## config.mk

```make
export PLATFORM = sky130hd
export DESIGN_NAME = parity_frame_tx_flat
export DESIGN_NICKNAME = d
export VERILOG_FILES = /design/src/rtl/parity_frame_tx_if.sv /design/src/rtl/parity_frame_tx.sv /design/src/flat_wrapper.sv
export SDC_FILE = /design/constraint.sdc
export NUM_CORES = 1
export LEC_CHECK = 0
export CORE_ASPECT_RATIO = 0.5
export CORE_UTILIZATION = 59
export CTS_CLUSTER_DIAMETER = 200
export CTS_CLUSTER_SIZE = 20
export DETAILED_ROUTE_END_ITERATION = 16
export PLACE_DENSITY = 0.85
export REMOVE_ABC_BUFFERS = 1
export SKIP_LAST_GASP = 1
export SYNTH_ARGS = -nofsm -noshare
export SYNTH_HDL_FRONTEND = slang
export SYNTH_SLANG_ARGS = --single-unit
```

## constraint.sdc

```tcl
create_clock -name clock -period 7.2 [get_ports clock]
set_input_delay 1.8 -clock clock [delete_from_list [all_inputs] [get_ports clock]]
set_output_delay 1.8 -clock clock [all_outputs]
set_load 0.05 [all_outputs]
```

## src/rtl/parity_frame_tx_if.sv

```systemverilog
// parity_frame_tx_if -- word-in / serial-out bus for parity_frame_tx.
//   data_in    : word to transmit (master -> slave)
//   valid_in   : transmit request (master -> slave)
//   ready_out  : slave can accept a word
//   tx_out     : registered serial line, idle high
//   tx_busy    : frame in progress (~ready_out)
//   parity_out : parity of the most recently accepted word
//   done       : one-cycle frame-complete pulse
interface parity_frame_tx_if #(
    parameter int WIDTH = 32
);
    logic [WIDTH-1:0] data_in;
    logic             valid_in;
    logic             ready_out;
    logic             tx_out;
    logic             tx_busy;
    logic             parity_out;
    logic             done;

    modport master (
        output data_in, valid_in,
        input  ready_out, tx_out, tx_busy, parity_out, done
    );

    modport slave (
        input  data_in, valid_in,
        output ready_out, tx_out, tx_busy, parity_out, done
    );
endinterface

```

## src/rtl/parity_frame_tx.sv

```systemverilog
// parity_frame_tx -- serialises one WIDTH-bit word per frame:
//   start(0), D0..D(WIDTH-1) LSB first, parity, stop(1); each bit held
//   CLKS_PER_BIT clocks. ODD=0 gives even parity, ODD=1 odd parity.
// Ports:
//   clock : system clock, rising edge
//   reset : asynchronous, active-high
//   bus   : parity_frame_tx_if slave (data_in/valid_in in; ready_out,
//           tx_out, tx_busy, parity_out, done out)
module parity_frame_tx #(
    parameter int WIDTH        = 32,
    parameter int ODD          = 0,
    parameter int CLKS_PER_BIT = 1
) (
    input  logic                clock,
    input  logic                reset,
    parity_frame_tx_if.slave    bus
);

    typedef enum logic [2:0] {
        IDLE,
        START,
        DATA,
        PARITY,
        STOP
    } state_t;

    localparam int IDX_W = (WIDTH > 1) ? $clog2(WIDTH) : 1;
    localparam logic [7:0]       CNT_LAST = 8'(CLKS_PER_BIT - 1);
    localparam logic [IDX_W-1:0] IDX_LAST = IDX_W'(WIDTH - 1);
    localparam logic             ODD_BIT  = (ODD != 0);

    state_t           state;
    logic [WIDTH-1:0] shreg;
    logic [7:0]       cnt;
    logic [IDX_W-1:0] idx;
    logic             tx_r;
    logic             ready_r;
    logic             done_r;
    logic             par_r;
    logic             bit_end;

    assign bit_end = (cnt == CNT_LAST);

    always_ff @(posedge clock or posedge reset) begin
        if (reset) begin
            state   <= IDLE;
            shreg   <= '0;
            cnt     <= '0;
            idx     <= '0;
            tx_r    <= 1'b1;
            ready_r <= 1'b1;
            done_r  <= 1'b0;
            par_r   <= 1'b0;
        end else begin
            done_r <= 1'b0;

            // Bit-period counter: free-running modulo-C while a frame is out.
            if (state != IDLE) begin
                cnt <= bit_end ? '0 : cnt + 8'd1;
            end

            case (state)
                IDLE: begin
                    if (bus.valid_in) begin
                        shreg   <= bus.data_in;
                        par_r   <= (^bus.data_in) ^ ODD_BIT;
                        tx_r    <= 1'b0;
                        ready_r <= 1'b0;
                        cnt     <= '0;
                        state   <= START;
                    end
                end
                START: begin
                    if (bit_end) begin
                        tx_r  <= shreg[0];
                        shreg <= shreg >> 1;
                        idx   <= '0;
                        state <= DATA;
                    end
                end
                DATA: begin
                    if (bit_end) begin
                        if (idx == IDX_LAST) begin
                            tx_r  <= par_r;
                            state <= PARITY;
                        end else begin
                            tx_r  <= shreg[0];
                            shreg <= shreg >> 1;
                            idx   <= idx + 1'b1;
                        end
                    end
                end
                PARITY: begin
                    if (bit_end) begin
                        tx_r  <= 1'b1;
                        state <= STOP;
                    end
                end
                STOP: begin
                    if (bit_end) begin
                        ready_r <= 1'b1;
                        done_r  <= 1'b1;
                        state   <= IDLE;
                    end
                end
                default: begin
                    state   <= IDLE;
                    tx_r    <= 1'b1;
                    ready_r <= 1'b1;
                end
            endcase
        end
    end

    assign bus.tx_out     = tx_r;
    assign bus.ready_out  = ready_r;
    assign bus.tx_busy    = ~ready_r;
    assign bus.done       = done_r;
    assign bus.parity_out = par_r;

endmodule

```

## src/flat_wrapper.sv

```systemverilog
// flat-port wrapper written by rule: the top's interface ports become plain ports
module parity_frame_tx_flat 
#(
    parameter int WIDTH        = 32,
    parameter int ODD          = 0,
    parameter int CLKS_PER_BIT = 1
)
  (clock, reset, bus_data_in, bus_valid_in, bus_ready_out, bus_tx_out, bus_tx_busy, bus_parity_out, bus_done);
  parity_frame_tx_if #(.WIDTH(WIDTH)) bus_i ();
  input  logic clock;
  input  logic reset;
  input wire logic [$bits(bus_i.data_in)-1:0] bus_data_in;
  input wire logic [$bits(bus_i.valid_in)-1:0] bus_valid_in;
  output wire logic [$bits(bus_i.ready_out)-1:0] bus_ready_out;
  output wire logic [$bits(bus_i.tx_out)-1:0] bus_tx_out;
  output wire logic [$bits(bus_i.tx_busy)-1:0] bus_tx_busy;
  output wire logic [$bits(bus_i.parity_out)-1:0] bus_parity_out;
  output wire logic [$bits(bus_i.done)-1:0] bus_done;
  assign bus_i.data_in = bus_data_in;
  assign bus_i.valid_in = bus_valid_in;
  assign bus_ready_out = bus_i.ready_out;
  assign bus_tx_out = bus_i.tx_out;
  assign bus_tx_busy = bus_i.tx_busy;
  assign bus_parity_out = bus_i.parity_out;
  assign bus_done = bus_i.done;
  parity_frame_tx #(.WIDTH(WIDTH), .ODD(ODD), .CLKS_PER_BIT(CLKS_PER_BIT)) u_core (.clock(clock), .reset(reset), .bus(bus_i));
endmodule
```

==> qor.yml <==
htreeDepth: 2
groute.usage.overall_pct: 24.1
die_y_um: 52.5
critical_path.startpoint_type: "input pin"
floorplan.rows: 17
number_of_diodes_added_for_antenna_fixing: 0
clockBufferDepth: 2
setup.worst_path.end_class: "flip-flop"
worstPathArrival_ns: 3.70
initial_core_util_pct: 64.8
cp_slowest_stage_delay_ns: 0.64
post_synthesis_sequential_element_count: 52
areaGrowthSynthToFinish_pct: 16.2
timing.critical_path.fanout_max: 64
drt_first_iter_violations: 59
syn_inst: 294
antenna_found_initial: 0
final_cell_mix: "sky130_fd_sc_hd__dfrtp_1, sky130_fd_sc_hd__clkdlybuf4s50_1, sky130_fd_sc_hd__nor2_1"
gp_congestion: 0.783
cts_tree: "built"
detail_route.first_pass.iterations: 4
syn-mean-instance-area_um2: 10.2
synth.cell_area_mm2: 0.00301
timing.final.crit_share_pct: 48.3
hp-class: "flip-flop to flip-flop"
cpLargestDelayFamily: "buffers and inverters"
postSynth.asyncResetShare_pct: 100
overflow: 0
io_pins: 40
slowest_stage: "sky130_fd_sc_hd__buf_4"
seqCellArea_mm2: 0.00130
maximum_number_of_pins_on_one_net_before_global_route_repair: 65
result_of_the_run: "finished clean"
drt-total-wl_um: 5710
max_slew.worst_pin.slew_ns: 1.05
cts.sinks: 52
tritoncts.num_buffers: 5
count_of_different_cell_masters_after_synthesis: 35
final_antenna_net_count: 0
resized_after_cts: 0
finalSetupTns_ns: 0
skew_ns: 0.00969
final_layout_size_suffix_gt1_share_pct: 16.1
power_per_cell_area_mw_per_mm2: 489
fp.dieArea_mm2: 0.00540
report.final.hold_viol_count: 0
fillers: 348
grt_setup_unrepaired: "false"
insertion_delay_ns: 0.31
route.vias.total: 2211
setup_viol: 0
post_cts.repair.setup_buffers: 0
post_layout_nonfiller_instances: 395
dp_hpwl_um: 4090
layout_min_cycle_time_ns: 3.47
static-leakage-power_nw: 1.41
yosysSeqAreaShare_pct: 43.4
grt_first_pass_wirelength_um: 9720
postSynth.topFlopCell: "sky130_fd_sc_hd__dfrtp_1"
via_count_of_the_first_global_routing_pass: 2184
synth-warning-count: 0
slew-limit-headroom_pct: 30.2
cts_root_buffer: "sky130_fd_sc_hd__clkbuf_8"
clkTransAtPathRegs_ns: 0.09
synth_edf_count: 0
required_ns: 7.42
final_max_slew_viol_count: 0
rrSetupSlack_ns: 4.05
critical_path.cell_chain: "clkdlybuf4s50_1 -> o31ai_1 -> a211oi_4 -> buf_4 -> nor2_1 -> a21oi_1"
route.detailed.vias_per_inst: 5.60
ir_drop_v: 0.000345
number_of_drc_violations_after_detailed_routing: 0
max_cap_viol_count: 0
most_common_library_cell_in_the_layout_ignoring_fill_and_taps: "sky130_fd_sc_hd__dfrtp_1"
design.final.nets: 368
routedWlPerCell_um: 14.4
core_area_mm2: 0.00464
fmax_mhz: 288
port-buffer-count: 39
cts_hold_fix_bufs: 0
post-place-cells: 387
multi_input_logic_area_mm2: 0.00154
setup.worst_path.class: "input pin to flip-flop"
die-width_um: 103
crit_buf_inv: 2
[layer usage]
| layer | routed length (um) | part of all wire (%) | vias up | global-route usage, % |
|---|---|---|---|---|
| met5 | 0 | 0 | - | 0 |
| met3 | 239 | 4.2 | 12 | 5.07 |
| met2 | 2850 | 50 | 52 | 43.7 |
| li1 | - | - | 1073 | - |
| met1 | 2520 | 44 | 1074 | 28.9 |
| met4 | 93 | 1.6 | 0 | 8.45 |
[Yosys cell counts, drive strengths merged (2+ instances only)]
master	n	area, um^2
or3	2	12.5
nand2	17	63.8
o21ai	21	105
buf	7	78.8
mux2i	31	310
o22ai	3	18.8
a21oi	36	289
dfstp	2	52.6
and3	3	21.3
or2b	2	17.5
clkbuf	7	56.3
dfrtp	50	1250
o31ai	4	30.0
nand3	9	45.0
inv	8	30.0
xnor2	27	236
nor2	42	170
xor2	6	52.6
ha	5	62.6
[cell families after synthesis]
| family | Yosys count | share of synthesized area [%] |
|---|---|---|
| xor gates and xnor gates | 33 | 9.62 |
| DFF | 52 | 43.4 |
| and+or+nand+nor | 83 | 12.8 |
| muxes | 32 | 10.7 |
| AOI/OAI and AO/OA | 67 | 15.9 |
| adders and majority gates | 5 | 2.08 |
| buffers and inverters | 22 | 5.50 |
[final timing paths]
kind,start,end,cells past startpoint
setup / recovery,bus_valid_in,u_core.shreg[3]$_DFFE_PP0P_,6
hold / removal,u_core.idx[3]$_DFFE_PP0P_,u_core.idx[3]$_DFFE_PP0P_,1
setup reg to reg,u_core.cnt[0]$_DFF_PP0_,u_core.shreg[3]$_DFFE_PP0P_,8
hold reg to reg,u_core.idx[3]$_DFFE_PP0P_,u_core.idx[3]$_DFFE_PP0P_,1
max in group asynchronous,reset,u_core.shreg[18]$_DFFE_PP0P_,2
min in group asynchronous,reset,u_core.shreg[9]$_DFFE_PP0P_,2
[metrics by stage]
stage	setup WS [ns]	hold slack, ns	power, W	util [%]	cell area, um^2
2_1_floorplan	3.20	0.437	0.00129	-	2870
3_3_place_gp	3.58	0.461	0.00144	72.6	3370
3_5_place_dp	3.48	0.483	0.00149	72.6	3370
4_1_cts	3.73	0.504	0.00172	75.3	3490
5_1_grt	3.59	0.521	0.00184	75.3	3490
6_report	3.73	0.501	0.00171	75.3	3490
[area by class of cell]
type	count	share of cell area, %
clock buffers	7	2.76
clock inverters	1	0.860
inverters	8	0.860
multi-input cells	220	44.2
flip-flops and latches	52	37.3
well taps	66	2.36
repair buffers	41	11.6
[registers in the layout, summed over array words and instances, names as in the netlist]
signal and cells:
u_core.idx 5, u_core.cnt 8, u_core.bus.tx_out 1, u_core.state 3, u_core.bus.parity_out 1, u_core.bus.done 1
u_core.shreg 32, u_core.bus.ready_out 1
[report_power, final]
group	switching, W	internal [W]	total [W]
combinational	0.000580	0.000389	0.000969
sequential	0.0000971	0.000423	0.000520
clock	0.0000970	0.000123	0.000220
No activity file was read; power rests on OpenSTA's default activity.
